==> config.mk <==
export PLATFORM = sky130hd
export DESIGN_NAME = pi_leaf_port
export DESIGN_NICKNAME = d
export VERILOG_FILES = /design/src/rtl/pi_leaf_port.sv
export SDC_FILE = /design/constraint.sdc
export NUM_CORES = 1
export LEC_CHECK = 0
export ABC_AREA = 1
export BUFFER_PORTS_ARGS = -buffer_cell sky130_fd_sc_hd__buf_2
export CAP_MARGIN = 20
export CORE_MARGIN = 10
export CORE_UTILIZATION = 56
export CTS_CLUSTER_SIZE = 28
export DETAILED_ROUTE_END_ITERATION = 12
export PLACE_DENSITY = 0.78
export SYNTH_ARGS = -nofsm -noshare
export SYNTH_HDL_FRONTEND = slang
export SYNTH_SLANG_ARGS = --single-unit
==> constraint.sdc <==
create_clock -name clk -period 2.3 [get_ports clk]
set_input_delay 0.23 -clock clk [delete_from_list [all_inputs] [get_ports clk]]
set_output_delay 0.23 -clock clk [all_outputs]
set_load 0.05 [all_outputs]
==> src/rtl/pi_leaf_port.sv <==
// pi_leaf_port: leaf network interface with TX/RX FIFOs decoupling a PE from a non-backpressuring switch port.
module pi_leaf_port #(
  parameter int num_leaves = 2,
  parameter int payload_sz = 1,
  parameter int p_sz       = 1 + $clog2(num_leaves) + payload_sz,
  parameter int leaf_addr  = 0,
  parameter int fifo_depth = 4
) (
  input  logic                          clk,
  input  logic                          reset,
  input  logic [p_sz-1:0]               bus_i,
  output logic [p_sz-1:0]               bus_o,
  input  logic                          tx_valid,
  output logic                          tx_ready,
  input  logic [$clog2(num_leaves)-1:0] tx_dest,
  input  logic [payload_sz-1:0]         tx_data,
  output logic                          rx_valid,
  input  logic                          rx_ready,
  output logic [payload_sz-1:0]         rx_data,
  output logic [15:0]                   rx_drop_cnt,
  output logic                          misroute
);
  localparam int addr_w = $clog2(num_leaves);
  localparam int pw     = $clog2(fifo_depth);
  localparam int tw     = addr_w + payload_sz;
  logic [tw-1:0]         r_tx_mem [fifo_depth];
  logic [payload_sz-1:0] r_rx_mem [fifo_depth];
  logic [pw-1:0]         r_tx_wp, r_tx_rp, r_rx_wp, r_rx_rp;
  logic [pw:0]           r_tx_cnt, r_rx_cnt;
  logic [p_sz-1:0]       r_bus;
  logic [15:0]           r_drop;
  logic                  r_mis;
  logic                  w_tx_push, w_tx_pop, w_rx_v, w_rx_hit, w_rx_full, w_rx_pop, w_rx_push, w_rx_drop;
  assign tx_ready    = r_tx_cnt != (pw+1)'(fifo_depth);
  assign w_tx_push   = tx_valid & tx_ready;
  assign w_tx_pop    = r_tx_cnt != '0;
  assign w_rx_v      = bus_i[p_sz-1];
  assign w_rx_hit    = bus_i[p_sz-2 -: addr_w] == addr_w'(leaf_addr);
  assign w_rx_full   = r_rx_cnt == (pw+1)'(fifo_depth);
  assign rx_valid    = r_rx_cnt != '0;
  assign rx_data     = r_rx_mem[r_rx_rp];
  assign w_rx_pop    = rx_valid & rx_ready;
  assign w_rx_push   = w_rx_v & w_rx_hit & (!w_rx_full | w_rx_pop);
  assign w_rx_drop   = w_rx_v & w_rx_hit & w_rx_full & !w_rx_pop;
  assign bus_o       = r_bus;
  assign rx_drop_cnt = r_drop;
  assign misroute    = r_mis;
  always_ff @(posedge clk) begin
    if (w_tx_push) r_tx_mem[r_tx_wp] <= {tx_dest, tx_data};
    if (w_rx_push) r_rx_mem[r_rx_wp] <= bus_i[payload_sz-1:0];
  end
  always_ff @(posedge clk or posedge reset) begin
    if (reset) begin
      r_tx_wp  <= '0;
      r_tx_rp  <= '0;
      r_tx_cnt <= '0;
      r_rx_wp  <= '0;
      r_rx_rp  <= '0;
      r_rx_cnt <= '0;
      r_bus    <= '0;
      r_drop   <= '0;
      r_mis    <= 1'b0;
    end else begin
      r_tx_wp  <= r_tx_wp + pw'(w_tx_push);
      r_tx_rp  <= r_tx_rp + pw'(w_tx_pop);
      r_tx_cnt <= r_tx_cnt + (pw+1)'(w_tx_push) - (pw+1)'(w_tx_pop);
      r_bus    <= w_tx_pop ? {1'b1, r_tx_mem[r_tx_rp]} : '0;
      r_rx_wp  <= r_rx_wp + pw'(w_rx_push);
      r_rx_rp  <= r_rx_rp + pw'(w_rx_pop);
      r_rx_cnt <= r_rx_cnt + (pw+1)'(w_rx_push) - (pw+1)'(w_rx_pop);
      if (w_rx_drop && r_drop != 16'hFFFF) r_drop <= r_drop + 16'd1;
      if (w_rx_v && !w_rx_hit) r_mis <= 1'b1;
    end
  end
endmodule

==> reports/metrics.cfg, run 1 <==
[placement]
dp_hpwl_mm=3.41
io_buffers=31
gp_congestion=0.813
dpl.cell_count=335

[outcome]
outcome=completed

[route]
via_per_inst=5.12
drt-initial-drc-count=116
wl_per_cell_um=13.3
first_pass_iters=4
drc_errors=0
routed_wl_mm=4.55
route.vias.total=1757
drtAntennaViolNets=0

[worst_setup_path]
timing.rr.start=r_tx_cnt[1]
cp.required_ns=2.49
critPathCaptureType=flop
r2r_slack_ns=0.24
critPathArrivalTime_ns=2.24
crit_fanout=4
reg2reg_depth=7
worstSetupPathType=reg -> reg
critPathLaunchType=flop
reg2reg_to=r_tx_cnt[2]

[logic_synthesis]
ys_seq_area_share_pct=53.1
netlist_area_um2=2280
ys_ff_latch=46
synth_top_area_cell=dfrtp_1
yosysTopAreaCellShare_pct=37.3
avgSynthCellArea_um2=9.02
synthTopCellsByArea=dfrtp_1 (37%), edfxtp_1 (16%), nand2_1 (12%)
synthesis.nets=273
synth.distinct_cells=26
ys_warn_count=0
postSynthCellCount=253

[die]
die_y_um=83.8
die_w_um=83.8
start_util_pct=57.4
core_um2=3970
ioPinCount=32
die_area_um2=7030
placementRows=23

[timing]
final_hold_viol_count=0
finalCriticalPeriod_ns=2.06
setup-tns-final_ns=0
rsz0062_at_grt=no
max-slew-margin-rel_pct=70.9
finalSetupViolCount=0
worst_clock_skew_ns=0.00392
final_max_slew_viol_count=0
fmax_mhz=486
tightest_slew_ns=0.436
period_share_pct=89.4

[clocking]
cts_num_sinks=46
insertion_delay_ns=0.30
ctsHoldBuffers=0
clkTransAtPathRegs_ns=0.09
clockBufferDepth=2
postCtsSetupBuffers=0
cts_made_buffers=5
cts_htree_levels=2
cts_resized=0
root_buffer=clkbuf_8
cts_tree=yes

[pwr]
p_leak_nw=1.28
ir_worst_vdd_mv=0.628
power.density_nw_per_um2=1260

[grt]
grt_overflow=0
grt_max_degree=35
grt_use_total_pct=13.5
grt_pass1_wl_mm=7.98
antenna_found_initial=0
grt_pass1_vias=1818

[layout]
antenna_cells=0
fin_nets=312
layout.cells.non_filler=343
drive_gt1_share_pct=17.1
synthToLayoutAreaGrowth_pct=14.5

[hold_path]
hp-class=in -> async

[run]
maxCapViolCount=0

==> worst max-delay path: stages (launching register included) <==
cell and delay [ns]:
dfrtp_1 0.42, nor3_1 0.32, inv_1 0.14, ha_1 0.30
inv_1 0.04, ha_1 0.18, fa_1 0.37, xor2_1 0.17
==> synth_stat cells <==
master and number:
clkinv_4 1, nor3_1 9, a21oi_1 4, dfrtp_1 34, xnor2_1 3, nor2_2 2
fa_1 2, inv_2 1, nand3_1 9, ha_1 9, xor2_1 11, a21o_1 1
o21ai_1 3, o21ai_0 5, nor2_1 30, edfxtp_1 12, nand2_1 71, nand2_2 1
nand3b_1 2, nand3_2 1, o21ai_2 3, buf_4 1, buf_6 1, a32oi_1 1
inv_1 31, nand4_1 5
==> routing by layer <==
| metal | GRT usage, % | routed length (µm) | share of wire [%] | vias to the layer above |
|---|---|---|---|---|
| met1 | 14.6 | 1910 | 42 | 827 |
| met2 | 23.2 | 2250 | 50 | 41 |
| met3 | 4.69 | 296 | 6.5 | 7 |
| met4 | 6.24 | 89 | 2.0 | 0 |
| met5 | 0 | 0 | 0 | - |
| li1 | - | - | - | 882 |
==> cell type report <==
cell class	count	area, µm²
inverters	33	129
well taps	50	62.6
multi-input cells	172	922
flip-flops and latches	46	1210
repair buffers	34	178
fillers	338	1360
clock buffers	6	72.6
clock inverters	2	37.5
==> layout by cell type, fill, tap and decap left out, drive strengths merged <==
cell | Yosys | routed
a21o | 1 | 1
o21ai | 11 | 11
nand2 | 72 | 72
clkinv | 1 | 1
edfxtp | 12 | 12
buf | 2 | 34
nand3 | 10 | 10
a21oi | 4 | 4
xnor2 | 3 | 3
clkinvlp | 0 | 1
bufinv | 0 | 1
clkbuf | 0 | 6
dfrtp | 34 | 34
nor2 | 32 | 32
fa | 2 | 2
ha | 9 | 9
nor3 | 9 | 9
nand3b | 2 | 2
inv | 32 | 32
a32oi | 1 | 1
nand4 | 5 | 5
xor2 | 11 | 11
==> how the worst max path moves through the flow <==
stage / from / end / slack, ns / depth (start not counted)
floorplan: r_tx_cnt[1] / r_tx_cnt[2] / 0.13 / 8
global placement: r_tx_cnt[2] / r_tx_cnt[2] / 0.34 / 7
detailed placement: r_tx_cnt[1] / r_tx_cnt[2] / 0.26 / 7
CTS: r_tx_cnt[1] / r_tx_cnt[2] / 0.24 / 7
global route: r_tx_cnt[1] / r_tx_cnt[2] / 0.12 / 7
finish: r_tx_cnt[1] / r_tx_cnt[2] / 0.24 / 7
==> sequential cells by signal (all words and copies together) (netlist names) <==
register,count
bus_o,3
misroute,1
r_tx_wp,2
r_tx_mem,8
rx_drop_cnt,16
r_rx_rp,2
r_rx_cnt,3
r_rx_mem,4
r_rx_wp,2
r_tx_cnt,3
r_tx_rp,2
==> metrics by stage <==
stage / hold slack (ns) / power (mW) / cell area [µm²] / utilization (%) / setup WS (ns)
2_1_floorplan: 0.329 / 2.37 / 2280 / - / 0.131
3_3_place_gp: 0.346 / 2.64 / 2500 / 63.0 / 0.342
3_5_place_dp: 0.357 / 2.72 / 2500 / 63.0 / 0.258
4_1_cts: 0.0272 / 3.32 / 2610 / 65.8 / 0.239
5_1_grt: 0.0472 / 3.51 / 2610 / 65.8 / 0.116
6_report: 0.00461 / 3.29 / 2610 / 65.8 / 0.243
==> power breakdown <==
part           internal (mW)  switching [mW]  total (mW)
Combinational          0.400           0.921        1.32
Sequential              1.11           0.254        1.37
Clock                  0.324           0.281       0.605
Total                   1.84            1.46        3.29
==> kinds of logic (layout without fill, tap and decap cells) <==
group	Yosys count	after routing	share of synthesized area [%]
DFF	46	46	53.1
and+or+nand+nor	130	130	23.9
AOI/OAI and AO/OA	17	17	4.50
xor gates and xnor gates	14	14	5.38
buffers and inverters	35	75	6.47
adders and majority gates	11	11	6.69
(Power assumes the default switching activity.)
==> run 2, diff against run 1 <==
--- a/config.mk
+++ b/config.mk
@@ -5,14 +5,14 @@
 export SDC_FILE = /design/constraint.sdc
 export NUM_CORES = 1
 export LEC_CHECK = 0
-export ABC_AREA = 1
 export BUFFER_PORTS_ARGS = -buffer_cell sky130_fd_sc_hd__buf_2
 export CAP_MARGIN = 20
 export CORE_MARGIN = 10
-export CORE_UTILIZATION = 56
+export CORE_UTILIZATION = 55
 export CTS_CLUSTER_SIZE = 28
 export DETAILED_ROUTE_END_ITERATION = 12
 export PLACE_DENSITY = 0.78
+export SETUP_SLACK_MARGIN = 0.2
 export SYNTH_ARGS = -nofsm -noshare
 export SYNTH_HDL_FRONTEND = slang
 export SYNTH_SLANG_ARGS = --single-unit
==> run 2 against run 1 <==
Compared with the run above:
- sequential power fell by 10%
- area after synthesis fell by 9.8%
- worst hold slack improved by 0.018 ns
- global-route usage fell by 1.2 points
- via count fell by 24%
- setup slack got worse by 0.064 ns
- power fell by 11%
- sequential cell count did not move
- sequential share of layout area rose by 1.6 points
- critical endpoint is now r_rx_cnt[2]
==> reports/metrics.cfg, run 2 <==
[outcome]
outcome=completed

[logic_synthesis]
synthTopCellsByArea=dfrtp_1 (41%), edfxtp_1 (18%), xor2_1 (8.1%)
ys_seq_area_share_pct=58.8  ; +5.7 points
yosysTopAreaCellShare_pct=41.3  ; +4.0 points
synth_ff_type=dfrtp_1
synth.distinct_cells=30  ; +15%
async_flop_share_pct=73.9  ; unchanged
yosysMostFrequentCell=dfrtp_1
netlist_area_um2=2060  ; -9.8%
synth_edf_count=12  ; unchanged
ys_warn_count=0  ; unchanged
avgSynthCellArea_um2=13.5  ; +50%
postSynthCellCount=152  ; -40%
ys_ff_latch=46  ; unchanged
synth_top_area_cell=dfrtp_1
yosys-top-cells-count=dfrtp_1 (34), xor2_1 (19), edfxtp_1 (12), nor3_1 (10)
synthesis.nets=172  ; -37%

[route]
first_pass_iters=4  ; unchanged
drtAntennaViolNets=0  ; unchanged
drt-initial-drc-count=118  ; +1.7%
drc_errors=0  ; unchanged
routed_wl_mm=4.10  ; -9.7%
wl_per_cell_um=16.5  ; +25%
via_per_inst=5.41  ; +5.6%
route.vias.total=1342  ; -24%

[grt]
busiest_layer=met2
grt_max_degree=35  ; unchanged
grt_pass1_vias=1414  ; -22%
met2_usage_pct=19.7  ; -3.5 points
grt_overflow=0  ; unchanged
grt_use_total_pct=12.4  ; -1.2 points
grt_use_met3_pct=4.53  ; -0.16 points
antenna_found_initial=0  ; unchanged
use_met1_pct=14.9  ; +0.28 points
grt_pass1_wl_mm=6.33  ; -21%

[layout]
antenna_cells=0  ; unchanged
synthToLayoutAreaGrowth_pct=22.7
utilization_pct=69.5  ; +3.7 points
drive_gt1_share_pct=36.0  ; +19 points
fin_nets=219  ; -30%
largest_reg_flops=16  ; unchanged
layout_common_cells=dfrtp_1 (33), buf_2 (31), xor2_1 (19), edfxtp_1 (12), nor3_1 (10)
final_common_cell=dfrtp_1
layout.cells.non_filler=248  ; -28%
design_area_um2=2530  ; -3.3%

[pwr]
p_sw_share_pct=35.8  ; -8.4 points
internal-power_mw=1.87  ; +2.0%
p_leak_nw=1.21  ; -4.9%
p_switching_mw=1.05  ; -28%
ir_worst_vdd_mv=0.670  ; +6.6%
power.density_nw_per_um2=1160  ; -8.3%
pwr-share-seq_pct=42.2  ; +0.7 points
comb_power_share_pct=37.9  ; -2.2 points
clkPwrFrac_pct=19.9  ; +1.5 points

[die]
ioPinCount=32  ; unchanged
core_um2=3630  ; -8.5%
die_w_um=81.2  ; -3.2%
die_y_um=81.2  ; -3.2%
start_util_pct=56.6  ; -0.79 points
placementRows=22  ; -4.3%
die_area_um2=6590  ; -6.2%

[run]
maxCapViolCount=0  ; unchanged

[worst_setup_path]
reg2reg_depth=8  ; +1
timing.rr.start=r_rx_cnt[2]
critPathArrivalTime_ns=2.31  ; +0.07 ns
reg2reg_to=r_rx_cnt[2]
critPathLaunchType=flop
worstSetupPathType=reg -> reg
cp-endpoint=r_rx_cnt[2]
critPathCaptureType=flop
r2r_slack_ns=0.18  ; -0.06 ns
cp-startpoint=r_rx_cnt[2]
cp.required_ns=2.49  ; about the same
crit_fanout=2  ; -2

[timing]
max-slew-margin-rel_pct=63.0  ; -8.0 points
finalSetupViolCount=0  ; unchanged
period_share_pct=92.2  ; +2.8 points
tightest_slew_ns=0.551  ; +0.115 ns
worst_slack_ns=0.179  ; -0.0642 ns
final_hold_viol_count=0  ; unchanged
worst_clock_skew_ns=0.00790  ; +0.00398 ns
setup-tns-final_ns=0  ; unchanged
finalCriticalPeriod_ns=2.12  ; +0.0642 ns
rsz0062_at_grt=yes
fmax_mhz=472  ; -3.0%
final_max_slew_viol_count=0  ; unchanged

[placement]
dpl.cell_count=232  ; -31%
gp_congestion=0.828  ; +1.7%
dp_hpwl_mm=2.81  ; -18%
place_area_um2=2290  ; -8.3%
io_buffers=31  ; unchanged
place_ws_ns=0.0914  ; -0.167 ns

[hold_path]
hp-class=in -> async

[clocking]
ctsHoldBuffers=0  ; unchanged
cts_tree=yes
cts_made_buffers=5  ; unchanged
root_buffer=clkbuf_8
insertion_delay_ns=0.30  ; about the same
clkTransAtPathRegs_ns=0.08  ; about the same
cts_htree_levels=2  ; unchanged
clockBufferDepth=2  ; unchanged
cts_num_sinks=46  ; unchanged

## run 2: cells by family after synthesis
| logic type | Yosys count | synth area share [%] |
|---|---|---|
| simple gates | 57 | 17.9 |
| flops | 46 | 58.8 |
| xor+xnor | 22 | 9.36 |
| fa+ha+maj | 11 | 7.42 |
| buf+inv | 9 | 1.64 |
| mux | 4 | 4.01 |
| compound gates | 3 | 0.851 |
## run 2: worst max-delay path, stage by stage (launching register included)
cell	delay, ns
dfrtp_1	0.39
or3_4	0.39
and2_4	0.16
ha_4	0.26
inv_2	0.03
ha_2	0.16
fa_2	0.35
xnor2_2	0.15
xnor2_1	0.13
## run 2: routing by layer
| layer | share of wire (%) | up-vias |
|---|---|---|
| met5 | 0 | - |
| met4 | 0.85 | 0 |
| met3 | 6.3 | 4 |
| met2 | 52 | 34 |
| met1 | 41 | 669 |
| li1 | - | 635 |
## run 2: worst min-delay path by stage
stage,end,slack (ns),depth (start not counted)
after floorplan,r_rx_mem[0],0.33,0
after global placement,r_tx_rp[0],0.33,3
after detailed placement,bus_o[2],0.35,3
after CTS,bus_o[2],0.02,3
after global routing,r_rx_wp[1],0.06,3
final,bus_o[2],0.02,3
## run 2: metrics by stage
step / power [mW] / hold slack (ns)
floorplan: 1.92 / 0.329
global placement: 2.08 / 0.335
detailed placement: 2.16 / 0.347
CTS: 2.83 / 0.0215
global route: 3.10 / 0.0636
finish: 2.92 / 0.0230
## run 2: power groups by stage
stage	Sequential (mW)	Clock [mW]	Combinational, mW
finish	1.23	0.581	1.11
global route	1.26	0.621	1.22
CTS	1.23	0.588	1.01
detailed placement	1.26	0	0.903
global placement	1.24	0	0.839
floorplan	1.37	0	0.553
## run 2: what timing repair did
action / CTS / global route
gates resized for setup: 6 / 6
pin swaps: 0 / 7
buffers inserted: 5 / 3
hold endpoints to repair: 0 / 0
gates cloned: 0 / 0
setup endpoints to repair: 2 / 2
## run 2: layout make-up
class                      count  area [µm²]
clock buffer                   6        72.6
clock inverter                 2        33.8
fill                         266        1110
inverter                       9        33.8
multi-input combinational     97         891
sequential                    46        1210
tap                           48        60.1
timing repair buffer          40         223
==> run 3, diff against run 2 <==
--- a/config.mk
+++ b/config.mk
@@ -5,7 +5,7 @@
 export SDC_FILE = /design/constraint.sdc
 export NUM_CORES = 1
 export LEC_CHECK = 0
-export BUFFER_PORTS_ARGS = -buffer_cell sky130_fd_sc_hd__buf_2
+export BUFFER_PORTS_ARGS = -buffer_cell sky130_fd_sc_hd__buf_4
 export CAP_MARGIN = 20
 export CORE_MARGIN = 10
 export CORE_UTILIZATION = 55
@@ -16,3 +16,4 @@
 export SYNTH_ARGS = -nofsm -noshare
 export SYNTH_HDL_FRONTEND = slang
 export SYNTH_SLANG_ARGS = --single-unit
+export TNS_END_PERCENT = 1
==> run 3 against run 2 <==
Compared with the run above:
- non-clock buffer count increased by 3
- global-route usage increased by 0.80 points
- count of clock-buffer cells in the layout decreased by 1
- critical path depth unchanged
- cell area increased by 2.7%
- setup slack improved by 0.022 ns
- power decreased by 3.0%
- clock power decreased by 16%
- sequential share of layout area decreased by 1.3 points
- critical endpoint unchanged
- largest power group unchanged
- highest routed layer unchanged
==> reports/metrics.cfg, run 3 (same netlist as run 2, synthesis figures left out) <==
[outcome]
outcome=completed

[route]
via_per_inst=5.34  ; -1.3%
routed_wl_mm=4.01  ; -2.2%
drtAntennaViolNets=0  ; unchanged
route.vias.total=1340  ; -0.15%
wl_per_cell_um=16.0  ; -3.4%
drt-initial-drc-count=74  ; -37%
first_pass_iters=4  ; unchanged
drc_errors=0  ; unchanged

[grt]
grt_pass1_wl_mm=6.74  ; +6.5%
grt_pass1_vias=1403  ; -0.78%
antenna_found_initial=0  ; unchanged
grt_use_total_pct=13.2  ; +0.80 points
grt_max_degree=35  ; unchanged
grt_overflow=0  ; unchanged

[run]
maxCapViolCount=0  ; unchanged

[die]
die_area_um2=6590  ; unchanged
die_w_um=81.2  ; unchanged
start_util_pct=56.6  ; unchanged
core_um2=3630  ; unchanged
ioPinCount=32  ; unchanged
placementRows=22  ; unchanged
die_y_um=81.2  ; unchanged

[worst_setup_path]
crit_fanout=2  ; unchanged
critPathArrivalTime_ns=2.29  ; -0.02 ns
critical_path.top_delay_family=adder cells
worst_path_max_delay_cell=dfrtp_1
worstSetupPathType=reg -> reg
critPathLaunchType=flop
cp.required_ns=2.49  ; about the same
critical-path-max-stage-delay_ns=0.38  ; about the same
crit_chain=or3_4, and2_4, ha_4, inv_2, ha_4, fa_2, xnor2_2, xnor2_1
critPathCaptureType=flop
cp_num_buf_inv=1  ; unchanged
cpMostUsedCell=ha_4

[pwr]
ir_worst_vdd_mv=0.609  ; -9.0%
power.total_mw=2.83  ; -3.0%
p_leak_nw=1.23  ; +1.8%
power.density_nw_per_um2=1090  ; -5.5%

[clocking]
ctsHoldBuffers=0  ; unchanged
insertion_delay_ns=0.30  ; about the same
root_buffer=clkbuf_8
cts_htree_levels=2  ; unchanged
clockBufferDepth=2  ; unchanged
clkTransAtPathRegs_ns=0.09  ; about the same
cts_made_buffers=5  ; unchanged
cts_tree=yes
cts_num_sinks=46  ; unchanged

[layout]
synthToLayoutAreaGrowth_pct=26.0
layout_common_cells=buf_4 (43), dfrtp_1 (34), xor2_1 (19), edfxtp_1 (12), nor3_1 (10)
final_common_cell=buf_4
fillers=261  ; -1.9%
drive_gt1_share_pct=36.0  ; -0.039 points
utilization_pct=71.4  ; +1.9 points
regArea_um2=1210  ; -0.10%
fin_nets=222  ; +1.4%
antenna_cells=0  ; unchanged
largest_reg_flops=16  ; unchanged
multi_input_area_um2=876  ; -1.7%

[timing]
max-slew-margin-rel_pct=63.4  ; +0.42 points
finalCriticalPeriod_ns=2.10  ; -0.0223 ns
period_share_pct=91.2  ; -0.97 points
finalSetupViolCount=0  ; unchanged
tightest_slew_ns=0.545  ; -0.00629 ns
setup-tns-final_ns=0  ; unchanged
rsz0062_at_grt=yes
final_hold_viol_count=0  ; unchanged
final_max_slew_viol_count=0  ; unchanged
fmax_mhz=477  ; +1.1%
worst_clock_skew_ns=0.00546  ; -0.00243 ns

[placement]
dp_hpwl_mm=3.01  ; +6.9%
gp_congestion=0.843  ; +1.9%
io_buffers=31  ; unchanged

[hold_path]
hp-class=in -> async

==> run 3: cell count changes in the layout (fill, tap and decap cells not counted), sizes merged <==
cell,before,now
clkbuf,6,5
buf,40,43
bufinv,1,0
clkinvlp,0,1
clkinv,1,2
==> run 3: metrics by stage <==
stage	cells	worst slack (ns)	cell area [µm²]	hold WS, ns
finish	251	0.202	2590	0.00745
global route	251	0.144	2590	0.0529
CTS	248	0.151	2570	0.0208
detailed placement	232	0.102	2370	0.356
global placement	232	0.196	2370	0.349
floorplan	152	0.0846	2070	0.329
==> run 3: repair_timing <==
| item | 4_1_cts | 5_1_grt |
|---|---|---|
| pin swaps | 6 | 7 |
| gates resized for setup | 7 | 2 |
| hold endpoints to repair | 0 | 0 |
| endpoints found under the setup margin | 2 | 3 |
| setup buffers | 8 | 3 |
==> run 3: layout make-up <==
| class | instances | area share, % |
|---|---|---|
| flip-flops and latches | 46 | 46.7 |
| clock buffers | 5 | 2.65 |
| clock inverters | 3 | 0.820 |
| well taps | 48 | 2.32 |
| inverters | 9 | 1.30 |
| repair buffers | 43 | 12.4 |
| multi-input cells | 97 | 33.8 |
==> run 3: path summary, 6_finish.rpt <==
kind | start | endpoint | slack, ns | cells past startpoint
max | r_rx_cnt[2] | r_rx_cnt[2] | 0.20 | 8
min | reset | r_tx_rp[1] | 0.007 | 3
max reg2reg | r_rx_cnt[2] | r_rx_cnt[2] | 0.20 | 8
min reg2reg | misroute | misroute | 0.47 | 1
max in group asynchronous | reset | rx_drop_cnt[5] | 1.99 | 3
min in group clk | bus_i[0] | r_rx_mem[3] | 0.13 | 1
==> run 3: layer usage <==
metal	vias to the layer above	global-route usage, %	routed length (µm)
li1	638	-	-
met1	662	15.7	1730
met2	33	21.8	1980
met3	7	4.53	248
met4	0	4.67	57
met5	-	0	0
==> run 3: worst reg2reg max path: stages, from the launching register on <==
cell	delay (ns)
dfrtp_1	0.38
or3_4	0.38
and2_4	0.16
ha_4	0.25
inv_2	0.04
ha_4	0.15
fa_2	0.35
xnor2_2	0.14
xnor2_1	0.12
==> run 3: power breakdown <==
| group | internal, mW | switching, mW |
|---|---|---|
| Combinational | 0.526 | 0.595 |
| Sequential | 1.06 | 0.162 |
| Clock | 0.213 | 0.277 |
